===== src/rtl/sccb_cfg_pkg.sv =====
// Shared state encoding, table marker constants and the default OV7670 register
// table for the SCCB configuration sequencer and its ROM.
package sccb_cfg_pkg;

    typedef enum logic [3:0] {
        ST_IDLE,
        ST_FETCH,
        ST_WR_REQ,
        ST_WR_WAIT,
        ST_DELAY,
        ST_NEXT,
        ST_ID_REQ,
        ST_ID_WAIT,
        ST_DONE,
        ST_VFY_REQ,
        ST_VFY_WAIT
    } cfg_state_t;

    localparam logic [15:0] END_MARK     = 16'hFFFF;
    localparam logic [7:0]  DLY_SUB      = 8'hFF;
    localparam logic [7:0]  OV7670_WR_ID = 8'h42;
    localparam logic [7:0]  OV7670_RD_ID = 8'h43;
    // The read address differs from the write address only in this bit.
    localparam logic [7:0]  SCCB_RD_BIT  = OV7670_RD_ID ^ OV7670_WR_ID;

    // Default table, regenerated from the camera hex config: {sub_addr, data}.
    function automatic logic [15:0] cfg_rom_entry(input logic [15:0] idx);
        logic [15:0] entry;
        case (idx)
            16'd0:   entry = 16'h1280;
            16'd1:   entry = 16'hFF0A;
            16'd2:   entry = 16'h1204;
            16'd3:   entry = 16'h1101;
            default: entry = END_MARK;
        endcase
        return entry;
    endfunction

endpackage


===== src/rtl/sccb_cfg_sequencer.sv =====
// Table-driven SCCB camera configuration sequencer with delay entries and ID readback.
// Define SCCB_CFG_VERIFY_EN to read back every write and retry on mismatch.
module sccb_cfg_sequencer
    import sccb_cfg_pkg::*;
#(
    parameter int         ROM_AW    = 6,
    parameter logic [7:0] DEV_ID_W  = OV7670_WR_ID,
    parameter int         DLY_UNIT  = 100,
    parameter logic [7:0] PID_REG   = 8'h0A,
    parameter int         MAX_RETRY = 3
) (
    input  logic              PCLK,
    input  logic              PRESETN,
    input  logic              mid_pulse,
    input  logic              go,
    output logic              busy,
    output logic              cfg_done,
    output logic              cfg_err,
    output logic [ROM_AW-1:0] err_index,
    output logic [15:0]       chip_id,
    output logic [ROM_AW-1:0] rom_addr,
    input  logic [15:0]       rom_data,
    output logic              sccb_start,
    output logic              sccb_rw,
    output logic [7:0]        sccb_id_addr,
    output logic [7:0]        sccb_sub_addr,
    output logic [7:0]        sccb_data_in,
    input  logic [7:0]        sccb_data_out,
    input  logic              sccb_done
);

    localparam int         DLY_W    = $clog2(255 * DLY_UNIT + 1);
    localparam int         RETRY_W  = $clog2(MAX_RETRY + 2);
    localparam logic [7:0] DEV_ID_R = DEV_ID_W | SCCB_RD_BIT;

    cfg_state_t        r_state, w_state_next;
    logic              r_busy, w_busy_next;
    logic              r_cfg_done, w_cfg_done_next;
    logic [15:0]       r_chip_id, w_chip_id_next;
    logic [ROM_AW-1:0] r_rom_addr, w_rom_addr_next;
    logic              r_start, w_start_next;
    logic              r_rw, w_rw_next;
    logic [7:0]        r_id, w_id_next;
    logic [7:0]        r_sub, w_sub_next;
    logic [7:0]        r_wdata, w_wdata_next;
    logic [15:0]       r_entry, w_entry_next;
    logic [DLY_W-1:0]  r_dly, w_dly_next;
    logic [RETRY_W-1:0] r_retry, w_retry_next;
    logic              r_id_idx, w_id_idx_next;
    logic [DLY_W-1:0]  w_dly_load;
`ifdef SCCB_CFG_VERIFY_EN
    logic              r_cfg_err, w_cfg_err_next;
    logic [ROM_AW-1:0] r_err_index, w_err_index_next;
`endif

    assign w_dly_load = DLY_W'(32'(rom_data[7:0]) * 32'(DLY_UNIT));

    // Everything advances only on bit-rate steps so the engine sees stable requests.
    always_ff @(posedge PCLK or negedge PRESETN) begin
        if (!PRESETN) begin
            r_state    <= ST_IDLE;
            r_busy     <= 1'b0;
            r_cfg_done <= 1'b0;
            r_chip_id  <= '0;
            r_rom_addr <= '0;
            r_start    <= 1'b0;
            r_rw       <= 1'b0;
            r_id       <= '0;
            r_sub      <= '0;
            r_wdata    <= '0;
            r_entry    <= '0;
            r_dly      <= '0;
            r_retry    <= '0;
            r_id_idx   <= 1'b0;
`ifdef SCCB_CFG_VERIFY_EN
            r_cfg_err   <= 1'b0;
            r_err_index <= '0;
`endif
        end else if (mid_pulse) begin
            r_state    <= w_state_next;
            r_busy     <= w_busy_next;
            r_cfg_done <= w_cfg_done_next;
            r_chip_id  <= w_chip_id_next;
            r_rom_addr <= w_rom_addr_next;
            r_start    <= w_start_next;
            r_rw       <= w_rw_next;
            r_id       <= w_id_next;
            r_sub      <= w_sub_next;
            r_wdata    <= w_wdata_next;
            r_entry    <= w_entry_next;
            r_dly      <= w_dly_next;
            r_retry    <= w_retry_next;
            r_id_idx   <= w_id_idx_next;
`ifdef SCCB_CFG_VERIFY_EN
            r_cfg_err   <= w_cfg_err_next;
            r_err_index <= w_err_index_next;
`endif
        end
    end

    always_comb begin
        w_state_next    = r_state;
        w_busy_next     = r_busy;
        w_cfg_done_next = r_cfg_done;
        w_chip_id_next  = r_chip_id;
        w_rom_addr_next = r_rom_addr;
        w_start_next    = r_start;
        w_rw_next       = r_rw;
        w_id_next       = r_id;
        w_sub_next      = r_sub;
        w_wdata_next    = r_wdata;
        w_entry_next    = r_entry;
        w_dly_next      = r_dly;
        w_retry_next    = r_retry;
        w_id_idx_next   = r_id_idx;
`ifdef SCCB_CFG_VERIFY_EN
        w_cfg_err_next   = r_cfg_err;
        w_err_index_next = r_err_index;
`endif
        case (r_state)
            ST_IDLE: begin
                if (go) begin
                    w_cfg_done_next = 1'b0;
                    w_chip_id_next  = '0;
                    w_rom_addr_next = '0;
                    w_retry_next    = '0;
                    w_busy_next     = 1'b1;
                    w_state_next    = ST_FETCH;
`ifdef SCCB_CFG_VERIFY_EN
                    w_cfg_err_next  = 1'b0;
`endif
                end
            end
            ST_FETCH: begin
                w_entry_next = rom_data;
                if (rom_data == END_MARK) begin
                    w_id_idx_next = 1'b0;
                    w_state_next  = ST_ID_REQ;
                end else if (rom_data[15:8] == DLY_SUB) begin
                    w_dly_next   = w_dly_load;
                    w_state_next = (rom_data[7:0] == 8'h00) ? ST_NEXT : ST_DELAY;
                end else begin
                    w_state_next = ST_WR_REQ;
                end
            end
            ST_WR_REQ: begin
                w_id_next    = DEV_ID_W;
                w_rw_next    = 1'b0;
                w_sub_next   = r_entry[15:8];
                w_wdata_next = r_entry[7:0];
                w_start_next = 1'b0;
                w_state_next = ST_WR_WAIT;
            end
            ST_WR_WAIT: begin
                w_start_next = !sccb_done;
                if (sccb_done) begin
`ifdef SCCB_CFG_VERIFY_EN
                    w_state_next = ST_VFY_REQ;
`else
                    w_state_next = ST_NEXT;
`endif
                end
            end
`ifdef SCCB_CFG_VERIFY_EN
            ST_VFY_REQ: begin
                w_id_next    = DEV_ID_R;
                w_rw_next    = 1'b1;
                w_sub_next   = r_entry[15:8];
                w_start_next = 1'b0;
                w_state_next = ST_VFY_WAIT;
            end
            ST_VFY_WAIT: begin
                w_start_next = !sccb_done;
                if (sccb_done) begin
                    if (sccb_data_out == r_entry[7:0]) begin
                        w_retry_next = '0;
                        w_state_next = ST_NEXT;
                    end else if (r_retry == RETRY_W'(MAX_RETRY)) begin
                        w_cfg_err_next   = 1'b1;
                        w_err_index_next = r_rom_addr;
                        w_busy_next      = 1'b0;
                        w_state_next     = ST_IDLE;
                    end else begin
                        w_retry_next = r_retry + RETRY_W'(1);
                        w_state_next = ST_WR_REQ;
                    end
                end
            end
`endif
            ST_DELAY: begin
                w_dly_next = r_dly - DLY_W'(1);
                if (r_dly <= DLY_W'(1)) begin
                    w_state_next = ST_NEXT;
                end
            end
            ST_NEXT: begin
                // A full table without an end marker still finishes with the ID read.
                if (&r_rom_addr) begin
                    w_id_idx_next = 1'b0;
                    w_state_next  = ST_ID_REQ;
                end else begin
                    w_rom_addr_next = r_rom_addr + ROM_AW'(1);
                    w_state_next    = ST_FETCH;
                end
            end
            ST_ID_REQ: begin
                w_id_next    = DEV_ID_R;
                w_rw_next    = 1'b1;
                w_sub_next   = PID_REG + {7'b0, r_id_idx};
                w_start_next = 1'b0;
                w_state_next = ST_ID_WAIT;
            end
            ST_ID_WAIT: begin
                w_start_next = !sccb_done;
                if (sccb_done) begin
                    if (!r_id_idx) begin
                        w_chip_id_next[15:8] = sccb_data_out;
                        w_id_idx_next        = 1'b1;
                        w_state_next         = ST_ID_REQ;
                    end else begin
                        w_chip_id_next[7:0] = sccb_data_out;
                        w_state_next        = ST_DONE;
                    end
                end
            end
            ST_DONE: begin
                w_cfg_done_next = 1'b1;
                w_busy_next     = 1'b0;
                w_state_next    = ST_IDLE;
            end
            default: w_state_next = ST_IDLE;
        endcase
    end

    assign busy          = r_busy;
    assign cfg_done      = r_cfg_done;
    assign chip_id       = r_chip_id;
    assign rom_addr      = r_rom_addr;
    assign sccb_start    = r_start;
    assign sccb_rw       = r_rw;
    assign sccb_id_addr  = r_id;
    assign sccb_sub_addr = r_sub;
    assign sccb_data_in  = r_wdata;
`ifdef SCCB_CFG_VERIFY_EN
    assign cfg_err   = r_cfg_err;
    assign err_index = r_err_index;
`else
    assign cfg_err   = 1'b0;
    assign err_index = '0;
`endif

endmodule


===== config.mk =====
export PLATFORM = sky130hd
export DESIGN_NAME = sccb_cfg_sequencer
export DESIGN_NICKNAME = d
export VERILOG_FILES = /design/src/rtl/sccb_cfg_pkg.sv /design/src/rtl/sccb_cfg_sequencer.sv
export SDC_FILE = /design/constraint.sdc
export NUM_CORES = 1
export LEC_CHECK = 0
export BUFFER_PORTS_ARGS = -buffer_cell sky130_fd_sc_hd__buf_2
export CORE_MARGIN = 2
export CORE_UTILIZATION = 34
export CTS_BUF_LIST = sky130_fd_sc_hd__clkbuf_8 sky130_fd_sc_hd__clkbuf_16
export DETAILED_ROUTE_END_ITERATION = 8
export HOLD_SLACK_MARGIN = 0.03
export PLACE_DENSITY = 0.51
export SLEW_MARGIN = 10
export SYNTH_ARGS = -nofsm -noshare
export SYNTH_HDL_FRONTEND = slang
export SYNTH_SLANG_ARGS = --single-unit

===== constraint.sdc =====
create_clock -name PCLK -period 4.6 [get_ports PCLK]
set_input_delay 0.46 -clock PCLK [delete_from_list [all_inputs] [get_ports PCLK]]
set_output_delay 0.46 -clock PCLK [all_outputs]
set_load 0.01 [all_outputs]

==> run summary, run 1 <==
Counting along the longest clock path gives a buffer depth of 2. The tools report the number of placement rows as 42. STA classifies the critical path startpoint as an input pin.

In this run, synthesis inferred 0 flip-flops with an integrated enable. Hold repair after CTS inserted 0 buffers. At the end of the flow, the number of nets in the layout was 625. The tools report the number of nets still failing antenna checks after routing as 0. The endpoint of the most critical register-to-register path is r_state[0]. The iteration count of the initial detailed-routing pass was 4. Horizontal extent of the die: 121.6 um.

The region available for standard cell placement spans 13350 um^2. The logs give 65 for the number of different library cells in the post-synthesis netlist and 14770 um^2 for the full die area. The synthesized area per cell was 9.511 um^2. The number of buffers added by the clock tree synthesis step was 9.

The initial core utilization was 35.20%; the internal power component was 1957 uW. Clock-pin slew was measured on the worst setup and hold paths at 0.06 ns. In this run switching power makes up 37.64% of total power. The critical path in this run is classified as input pin to flop. The worst-case IR drop observed on VDD is 0.0001922 V. In this run, flip-flops and latches consume 39.1% of the power. The synthesized cell area is 4698 um^2, and the number of antenna violations at the first check in global routing is 0. The I/O pin count is 86, and the shortest clock period the worst path allows after layout is 2.929 ns. The number of hold violations in the final report was 0; the number of global-route vias before repair was 3658.

The cell chosen for the clock root is clkbuf_16. Before CTS, the worst setup slack after placement is 1.331 ns. After detailed routing, the number of vias per cell comes to 5.104. For this design the ratio of total power to cell area is 572.8 nW/um^2.

The number of pins exceeding their max-slew limit in the final report was 0. The run finished with clean final reports. The analysis attributes to cell leakage a power of 0.002600 uW. Sequential elements use 42.08% of the synthesized area. Counting flops and latches in the post-synthesis netlist gives 79.

The tools report the switching power as 1182 uW. Commonest non-fill, non-tap cell in the layout: dfrtp_1. The logs give 25.5% for the share of power burned in the clock network and 0 for the detailed-route DRC error count. Worst relative slew slack: 27.08%. Setup repair after global routing left no endpoint under its margin.

The logs give 10930 um for the total wirelength of the detailed-routed design and 1.94 ns for the worst setup slack for register-to-register paths. The logs give 0 for the total of endpoints with negative setup slack in the final report and 138 for the number of DRC violations after detailed-routing iteration 0. The slew of the pin with the lowest slew margin was 1.087 ns.

The layout cell share with drive strength beyond 1 came out at 21.17%. Of all flip-flops after synthesis, the portion carrying an async set or reset was 100.0%. The biggest fanout along the worst timing path is 5. Synthesis produced 494 cells.

Across every metal layer, demand over resource in global routing totals 15.83%. The count of fill cells added during filler insertion came out at 1355. The launching element of the worst setup path was rom_data[3].

Setup total negative slack on the finished layout was measured at 0 ns. The port buffer count is 73, and the number of max-cap violations is 0. The tools report the final HPWL from detailed placement as 8035 um. The congestion estimate from routability-driven global placement came to 0.8185. The wire length per cell after detailed routing came out at 14.81 um. TritonCTS built the clock tree.

During synthesis, Yosys emitted a total of 0 warnings. The timing-limited maximum frequency is 341.4 MHz. In this run the critical register-to-register path is launched from r_state[1].

The clock latency on the worst-skew pair is 0.35 ns, and the area added between synthesis and finish is 16.64%. STA puts the critical path data required time at 4.89 ns. For the arrival time reported for the critical path endpoint, the log shows 3.21 ns. For the total global routing overflow, the log shows 0. The antenna diode count is 0, and the number of levels the H-tree was split into is 3. The post-route clock period utilization came out at 63.67%. The floorplan die height works out to 121.6 um. Leaving out filler cells and counting taps, the final layout contains 738. Leaving out fill and tap cells, the most frequent cells in the layout are dfrtp_1, buf_2, nand2_1, o21ai_0, ha_1. The clock sink count was 79.

The tightest min-delay check is of the input pin to async pin type. Gates resized during post-CTS repair numbered 0. On the final layout, the worst clock skew is 0.006979 ns. The first global-routing pass estimated 18440 um of wire. The logs give 1.671 ns for the least setup slack across all paths after layout and 3767 for the via total after detailed routing. Entering global routing, the biggest net connects 80 pins.

Among all flip-flop cells after synthesis, the most frequent one is dfrtp_1. The total setup buffers inserted after CTS came out at 0. STA classifies the critical path endpoint as a flop. The number of placed instances, taps included, is 722. The tools report the share of power burned in combinational logic as 35.4%. For the worst flop-to-flop path, the logic depth is 3.
critical path: stages:
cell	delay, ns
buf_2	0.13
ha_1	0.30
ha_1	0.29
inv_1	0.05
fa_1	0.49
inv_1	0.04
ha_1	0.37
o21ai_0	0.13
or3b_2	0.47
o32a_1	0.18
o21ai_0	0.15
a22o_1	0.15
synthesized netlist by cell type (all sizes together), types with 6 or more instances:
cell type	count	share of area, %
clkbuf	11	0.88
o21ai	64	6.8
nand3	20	2.1
dfrtp	79	42
mux2	17	4.1
nor3	7	0.85
nand2b	7	0.93
inv	26	2.1
buf	22	3.1
nor4	6	1.1
nor2	26	2.3
a21oi	17	1.8
nand2	66	5.3
ha	36	9.6
power by group through the flow:
stage / Sequential (uW) / Combinational, uW / Clock [uW]
detailed placement: 1240 / 1120 / 0
finish: 1230 / 1110 / 799
floorplan: 1200 / 801 / 0
global route: 1280 / 1260 / 846
global placement: 1230 / 1110 / 0
CTS: 1230 / 1130 / 825
kinds of logic after synthesis:
kind of cell	Yosys count	synth area share (%)
fa+ha+maj	39	10.87
flops	79	42.08
simple gates	166	18.88
mux	19	4.501
xor+xnor	6	1.119
buf+inv	59	6.072
other cells	1	0.07982
compound gates	125	16.40
per-layer routing:
metal	wire length (um)	GRT usage, %	vias up
met3	529	3.418	15
met5	0	0	-
li1	-	-	1860
met1	5057	20.74	1809
met2	5164	25.98	83
met4	179	5.532	0
layout make-up:
type / instances / area [um^2] / share of cell area (%)
multi-input cells: 367 / 2477 / 45.21
flip-flops and latches: 79 / 1977 / 36.07
repair buffers: 74 / 375.4 / 6.849
clock buffers: 11 / 252.7 / 4.612
well taps: 176 / 220.2 / 4.018
inverters: 26 / 97.59 / 1.781
clock inverters: 5 / 80.08 / 1.461
sequential cells by signal (all words and copies together) (netlist names):
name / cells
r_id_idx: 1
sccb_sub_addr: 8
sccb_start: 1
busy: 1
sccb_data_in: 8
r_state: 4
chip_id: 16
cfg_done: 1
r_dly: 15
rom_addr: 6
sccb_id_addr: 2
r_entry: 16
worst max-delay path by stage:
stage,endpoint,slack [ns]
5_1_grt,r_dly[12],1.52
6_report,r_dly[12],1.67
4_1_cts,r_dly[12],1.69
3_3_place_gp,r_dly[12],1.38
3_5_place_dp,r_dly[12],1.33
2_1_floorplan,r_dly[12],1.63
per-stage QoR:
step           area [um^2]  total power, uW  hold WS [ns]  utilization, %
5_1_grt               5480             3384        0.3622           41.06
2_1_floorplan         4740             2005        0.1644               -
4_1_cts               5480             3180        0.3388           41.06
3_5_place_dp          5147             2362        0.4522           38.56
6_report              5480             3139        0.2734           41.06
3_3_place_gp          5147             2340        0.4468           38.56
Power figures use the tool's default switching activity.
==> run 2: changes to the inputs <==
--- a/config.mk
+++ b/config.mk
@@ -5,13 +5,14 @@
 export SDC_FILE = /design/constraint.sdc
 export NUM_CORES = 1
 export LEC_CHECK = 0
+export ABC_AREA = 1
 export BUFFER_PORTS_ARGS = -buffer_cell sky130_fd_sc_hd__buf_2
 export CORE_MARGIN = 2
 export CORE_UTILIZATION = 34
 export CTS_BUF_LIST = sky130_fd_sc_hd__clkbuf_8 sky130_fd_sc_hd__clkbuf_16
 export DETAILED_ROUTE_END_ITERATION = 8
 export HOLD_SLACK_MARGIN = 0.03
-export PLACE_DENSITY = 0.51
+export PLACE_DENSITY = 0.53
 export SLEW_MARGIN = 10
 export SYNTH_ARGS = -nofsm -noshare
 export SYNTH_HDL_FRONTEND = slang
==> constraint.sdc (replaced) <==
create_clock -name PCLK -period 2.4 [get_ports PCLK]
set_input_delay 0.24 -clock PCLK [delete_from_list [all_inputs] [get_ports PCLK]]
set_output_delay 0.24 -clock PCLK [all_outputs]
set_load 0.01 [all_outputs]
==> run 2 against run 1 <==
Compared with the run above:
- setup slack got worse by 1.5 ns
- area after synthesis grew 4.3%
- critical endpoint is now r_dly[11]
- highest routed layer unchanged
- non-clock buffer count is 27 higher
- clock skew is 0.00057 ns higher
- critical path depth increased by 4
==> run summary, run 2 <==
The flow ran to the end, and the final reports show no timing, DRC or antenna violations. The floorplan has 43 rows. The type of origin of the critical path is an input pin. Buffers added to address setup during post-CTS repair amount to 0. The number of antenna violations at the first check in global routing is 0, and the post-route clock period utilization is 91.82%. The beginning of the worst register-to-register path is r_state[3]. In this run the tightest slew margin relative to its limit is 63.85%. The logs give 5567 um^2 for the area after detailed placement and 210 for the number of DRC violations after detailed-routing iteration 0.

Summed over all cells, the static leakage comes to 0.003118 uW. In this run the critical register-to-register path is captured at chip_id[9]. The initial utilization of the core area, before any placement, comes to 35.03%. The run gives 0.1964 ns as the least setup slack across all paths after layout. Max-cap violations in this run came to 0.

The worst IR drop on VDD was 0.0003956 V. The tools report the number of levels the H-tree was split into as 3. After detailed routing, the number of vias per cell comes to 4.633. For the final database, setup skew stands at 0.007551 ns. The wire-length estimate of the detail-placed layout is 8869 um. The cell area power density is 1030 nW/um^2.

Sorting the synthesized cells by area gives the leading types as dfrtp_1, nand2_1, ha_1, inv_1, o21ai_0. The pin count of the biggest net entering global routing was 42. The shortest clock period the worst path allows after layout was 2.204 ns; the final cell utilization of the core was 42.33%. The total core area is 13990 um^2, and the number of warnings issued by yosys is 0.

The number of global-route vias before repair is 3949, and the horizontal extent of the die is 124.0 um. Leaving out fill and tap cells, the most frequent cell in the layout is nand2_1. The later pin in the worst-skew pair is clocked with a latency of 0.34 ns. The area added between synthesis and finish came out at 20.86%. Measured in cells, the most critical reg-to-reg path has a length of 7. The cell chosen for the clock root is clkbuf_16. Tracing the worst setup path back leads to its startpoint at rom_data[3].

For this run, the post-layout net count is 787. For this run, the leading register cell type out of synthesis is dfrtp_1. OpenSTA, run right after detailed placement, puts the worst setup slack at -0.2375 ns. For this run, asynchronously set or reset flops after synthesis account for 100.0%. The run gives 0 as the number of hold violations in the final report. For the pin with the worst max-slew slack, the measured transition is 0.5423 ns. Of the synthesized area, sequential elements account for 40.35%.

For this run, design rule violations remaining after detail routing come to 0. The wire length per cell after detailed routing works out to 12.87 um. The CTS clock-pin slew for the worst setup and hold paths is 0.06 ns.

The repair_antennas step left the layout with diodes totalling 0. The worst setup path is captured at a flop. The number of nets still failing antenna checks after routing was 0.

During I/O placement, the number of pins put on the boundary was 86. The first global-routing pass estimated 18840 um of wire. The die covers 15390 um^2.

Buffers inserted during clock tree synthesis total 9. Summing over every cut layer, the via total after detailed routing is 4188. The longest clock path from root to sink contains 2 buffers. Synthesis instantiated 42 different standard cells from the library.

The post-route netlist has 21.55% of its cells at a drive strength greater than 1. Before antenna repair, the detailed router went through 5 iterations. After global routing the overflow that remains totals 0. Leaving out fill and tap cells, the most frequent cells in the layout are nand2_1, dfrtp_1, buf_2, inv_1, nor2_1. The congestion estimate from routability-driven global placement came to 0.8751. In this run, synthesis produced a sequential element count of 79.

The port buffer count came out at 73. Synthesis produced a netlist whose cell count is 622. Total of endpoints with negative setup slack in the final report: 0.

The biggest fanout along the worst timing path works out to 5. Fill cells in the final layout number 1420. Based on the critical path, the design can be clocked at up to 453.8 MHz. The tightest hold margin came out at 0.1453 ns. Once layout is done, the placed cells without fillers occupy 5922 um^2.

The biggest area contributor in the post-synthesis netlist is dfrtp_1. Among all cell types in the netlist, the one instantiated most often is nand2_1. The top cell type by area accounts for 40.35% of the synthesized area. The clock sink count came out at 79. The synthesized netlist occupies a cell area of 4900 um^2. Setup repair after global routing left no endpoint under its margin. The worst setup path is of the input pin to flop kind.

The required time at the endpoint of the critical path came out at 2.63 ns. From bottom edge to top edge, the die measures 124.0 um. After detailed routing, the total wire length is 11630 um.

The overall fraction of global-route tracks in use is 15.81%, and the number of pins exceeding their max-slew limit in the final report is 0. The number of enable-type register cells in the synthesized netlist works out to 0. TritonCTS built the clock tree.

The tools report the end point of the critical path as r_dly[11]. Data arrives at the worst endpoint at 2.44 ns. In the synthesized netlist, the cells that appear most often are nand2_1, dfrtp_1, inv_1. The synthesized area per cell is 7.877 um^2, and the worst setup slack for register-to-register paths is 0.52 ns.

The type of the worst min-delay path was input pin to flop.
[run 2: changes by cell type after synthesis, sizes merged, moves of 7 or more]
| cell | before | now |
|---|---|---|
| nand4 | 5 | 15 |
| o21ai | 64 | 55 |
| clkbuf | 11 | 3 |
| nand3 | 20 | 30 |
| inv | 26 | 72 |
| mux2 | 17 | 6 |
| nor2 | 26 | 59 |
| nand2b | 7 | 0 |
| nand2 | 66 | 197 |
[run 2: power by group]
| group | total (uW) | leakage [uW] | internal [uW] | switching (uW) |
|---|---|---|---|---|
| sequential | 2140 | 0.00101 | 1800 | 349 |
| clock | 1490 | 0.000156 | 915 | 579 |
| combinational | 2460 | 0.00195 | 951 | 1510 |
[run 2: area by class of cell]
type / count / area, um^2 / area share, %
Sequential cell: 79 / 1977 / 33.38
Inverter: 73 / 274.0 / 4.627
Clock buffer: 9 / 225.2 / 3.803
Tap cell: 180 / 225.2 / 3.803
Multi-Input combinational cell: 455 / 2532 / 42.76
Timing Repair Buffer: 101 / 593.1 / 10.01
Clock inverter: 7 / 95.09 / 1.606
[run 2: logic make-up (layout without fill, tap and decap cells)]
group	Yosys count	count (layout)	share of synthesized area, %
adders and majority gates	39	39	10.42
and+or+nand+nor	311	311	27.73
muxes	6	6	1.379
xor gates and xnor gates	6	6	1.073
other	1	12	0.07654
DFF	79	79	40.35
buffers and inverters	99	190	9.320
AOI/OAI and AO/OA	81	81	9.653
[run 2: what timing repair did]
action | CTS | global route
hold endpoints to repair | 40 | 0
gates resized for setup | 0 | 3
hold buffers | 1 | 0
setup endpoints to repair | 0 | 5
[run 2: worst max-delay path: stages]
cell	delay, ns
buf_2	0.12
ha_1	0.29
ha_1	0.27
inv_1	0.05
fa_1	0.50
inv_1	0.06
ha_4	0.28
nand2_1	0.08
nor2_1	0.10
nand2_1	0.07
nand3_1	0.07
nand2_1	0.05
nand3_1	0.09
nand2_1	0.06
nand2_1	0.05
nand2_1	0.05
[run 2: how the worst min path moves through the flow]
| stage | startpoint | endpoint | slack [ns] | cells past startpoint |
|---|---|---|---|---|
| 2_1_floorplan | PRESETN | busy | -0.06 | 0 |
| 3_3_place_gp | PRESETN | sccb_id_addr[1] | 0.26 | 1 |
| 3_5_place_dp | PRESETN | sccb_sub_addr[3] | 0.27 | 1 |
| 4_1_cts | rom_data[14] | r_entry[14] | 0.13 | 2 |
| 5_1_grt | rom_data[12] | r_entry[12] | 0.14 | 2 |
| 6_report | rom_data[14] | r_entry[14] | 0.15 | 2 |
[run 2: stage by stage]
stage	TNS [ns]	total power (uW)	std cells
finish	0	6102	904
global route	0	6645	904
CTS	0	6152	904
detailed placement	-1.437	4633	887
global placement	-1.231	4575	887
floorplan	0	3868	633
[run 2: per-layer routing]
metal  part of all wire [%]  global-route usage, %  wire length (um)
met1                     47                  20.24              5438
met2                     48                  26.54              5605
met3                    3.9                  3.480               454
met4                    1.1                  5.056               133
met5                      0                      0                 0
==> run 3: changes to the inputs <==
--- a/config.mk
+++ b/config.mk
@@ -9,10 +9,11 @@
 export BUFFER_PORTS_ARGS = -buffer_cell sky130_fd_sc_hd__buf_2
 export CORE_MARGIN = 2
 export CORE_UTILIZATION = 34
-export CTS_BUF_LIST = sky130_fd_sc_hd__clkbuf_8 sky130_fd_sc_hd__clkbuf_16
+export CTS_BUF_LIST = sky130_fd_sc_hd__clkbuf_8
 export DETAILED_ROUTE_END_ITERATION = 8
 export HOLD_SLACK_MARGIN = 0.03
 export PLACE_DENSITY = 0.53
+export REMOVE_ABC_BUFFERS = 1
 export SLEW_MARGIN = 10
 export SYNTH_ARGS = -nofsm -noshare
 export SYNTH_HDL_FRONTEND = slang
==> run 3 against run 2 <==
Compared with the run above:
- die area unchanged
- sequential cell count unchanged
- global-route usage up 0.21 points
- non-clock buffer count down 1
- via count up 2.6%
- count of clock-buffer cells in the layout up 2
- combinational power about the same
- largest cell class unchanged
==> run summary, run 3 (synthesis gave the netlist of run 2 again) <==
The flow ran to the end, and the final reports show no timing, DRC or antenna violations. STA classifies the critical path endpoint as a flop. The tools report the cell chosen for the clock root as clkbuf_8.

The timing-limited maximum frequency is 447.5 MHz, and the slew of the pin with the lowest slew margin is 0.5509 ns. In this run the power density over the cells is 985.9 nW/um^2. For this block, the initial DRC count from the detailed router was 188. Buffers added to address setup during post-CTS repair amount to 0.

The pin count of the biggest net entering global routing is 41. The run gives 0 as the number of pins exceeding their max-slew limit in the final report. TritonCTS built the clock tree.

Across the whole layout, storage elements account for 1977 um^2. Least setup slack across all paths after layout: 0.1653 ns. Leaving out fill and tap cells, the most frequent cells in the layout are nand2_1, dfrtp_1, buf_2, inv_1, nor2_1. Most frequent cell on the critical path: nand2_1.

The type of the worst min-delay path is input pin to flop. The CTS clock-pin slew for the worst setup and hold paths was 0.08 ns; the worst setup skew after layout was 0.009239 ns. In the final layout, the multi-input gates occupy 2520 um^2. The biggest fanout along the worst timing path was 5; the I/O pin count was 86. Setup violations remaining at the end of the flow were counted as 0. The wire length per cell after detailed routing works out to 12.80 um. No sink is reached through more buffers than the 2 on the longest clock path.

Of the cells placed in the final design, the portion with a size suffix greater than 1 is 21.30%. Summed over all cells, the static leakage comes to 0.003076 uW. The largest incremental delay on the critical path came out at 0.50 ns. The tools report the full die area as 15390 um^2. Max-cap violations in this run came to 0.

The port buffer count came out at 73. The number of antenna violations at the first check in global routing is 0. At the end of the flow the core is filled with cells to 41.55%. In this run the horizontal extent of the chip is 124.0 um.

Worst relative slew slack: 63.27%. The library cell contributing the largest single delay on the critical path is fa_1. The detail-routed via count per cell came out at 4.757. The smallest clock period supported by the final layout is computed as 2.235 ns.

Setup repair after global routing left no endpoint under its margin. Wires add up to 11560 um. The H-tree generated during clock tree synthesis spans 3 levels. Adding up every negative setup slack in the final design gives 0 ns. The number of placement rows was 43.

The worst-case IR drop observed on VDD is 0.0003406 V. The number of antenna diodes in the final layout is 0. Counting both buffers and inverters, the worst setup path holds a total of 3. Clock latency on the worst-skew pair: 0.37 ns.

The run gives 5 as the iteration count of the initial detailed-routing pass. The number of nets at the end of the flow was 786; the floorplan die height was 124.0 um. Data on the critical path is required at its endpoint by 2.65 ns. The logs give 8954 um for the final HPWL from detailed placement and 13990 um^2 for the total core area.

The overall fraction of global-route tracks in use came out at 16.02%. By startpoint and endpoint, the worst setup path is classified as input pin to flop. For this configuration, the core starts out at a cell density of 35.03%.

In the routed design, unresolved DRC markers number 0. On the final layout, the worst hold slack is 0.1274 ns. The number of global-route vias before repair was 4147. The placer's final routability congestion estimate is 0.8620. The first-pass GRT wire length was 19350 um. STA classifies the critical path startpoint as an input pin. The area added between synthesis and finish works out to 18.62%.

The run gives 9 as the number of buffers added by the clock tree synthesis step. Grouping stages by cell kind, the critical path spends the most delay in adder cells. Arrival time reported for the critical path endpoint: 2.49 ns. Walking the worst path, the cells encountered are buf_2, ha_1, ha_1, inv_1, fa_1, inv_1, ha_1, nand2_1, nand3_1, nand2_1, nand3_1, nand3_1, nand2_1, nand2_1, nand2_1. For the count of fill cells added during filler insertion, the log shows 1458.

Summed over all layers, the global routing overflow is 0. For the pre-CTS setup slack, the log shows -0.2306 ns. The number of hold violations in the final report is 0. The commonest non-fill, non-tap cell in the layout was nand2_1. The logs give 79 for the clock sink count and 4296 for the via total after detailed routing. Of the available clock period, the critical path in the final layout requires 93.11%. The number of nets still failing antenna checks after routing is 0.
[run 3: cell types whose count changed in the layout (fill, tap and decap cells not counted), sizes merged]
cell      delta
clkbuf       +2
inv          -1
buf          -1
clkinvlp     -1
[run 3: per-stage QoR]
step | cell area [um^2] | std cells | power, uW
6_report | 5812 | 903 | 5730
5_1_grt | 5812 | 903 | 6260
4_1_cts | 5799 | 903 | 5796
3_5_place_dp | 5559 | 886 | 4636
3_3_place_gp | 5559 | 886 | 4555
2_1_floorplan | 4758 | 607 | 3787
[run 3: path summary, 6_finish.rpt]
kind | endpoint | slack [ns] | depth (start not counted) | start
setup / recovery | r_dly[14] | 0.17 | 15 | rom_data[3]
hold / removal | r_entry[11] | 0.13 | 2 | rom_data[11]
setup reg to reg | r_state[1] | 0.48 | 9 | r_state[2]
hold reg to reg | sccb_data_in[6] | 0.47 | 2 | sccb_data_in[6]
max in group asynchronous | sccb_sub_addr[0] | 1.41 | 3 | PRESETN
min in group asynchronous | sccb_sub_addr[2] | 0.39 | 2 | PRESETN
[run 3: timing repair]
action	CTS	global route
endpoints found under the setup margin	0	3
hold buffers	1	0
endpoints found under the hold margin	39	0
resized for setup	0	2
[run 3: area by class of cell]
cell class | count | area share [%]
flip-flops and latches | 79 | 34.02
well taps | 180 | 3.875
inverters | 73 | 4.715
multi-input cells | 455 | 43.36
clock inverters | 5 | 1.356
clock buffers | 11 | 2.605
repair buffers | 100 | 10.08
[run 3: metal layers]
metal,track usage [%],share of wire [%]
met4,4.635,1.3
met3,4.029,4.9
met1,20.04,45
met5,0,0
met2,27.32,48
[run 3: worst register-to-register path, delay by kind of cell, from the launching register on]
family	cells	cell delay (ns)
AND/OR/NAND/NOR	6	0.86
buffers and inverters	3	0.43
flip-flops	1	0.52
[run 3: power by group]
| part | total [uW] | switching [uW] | internal (uW) |
|---|---|---|---|
| sequential | 2150 | 357 | 1790 |
| combinational | 2450 | 1510 | 938 |
| clock | 1130 | 489 | 642 |
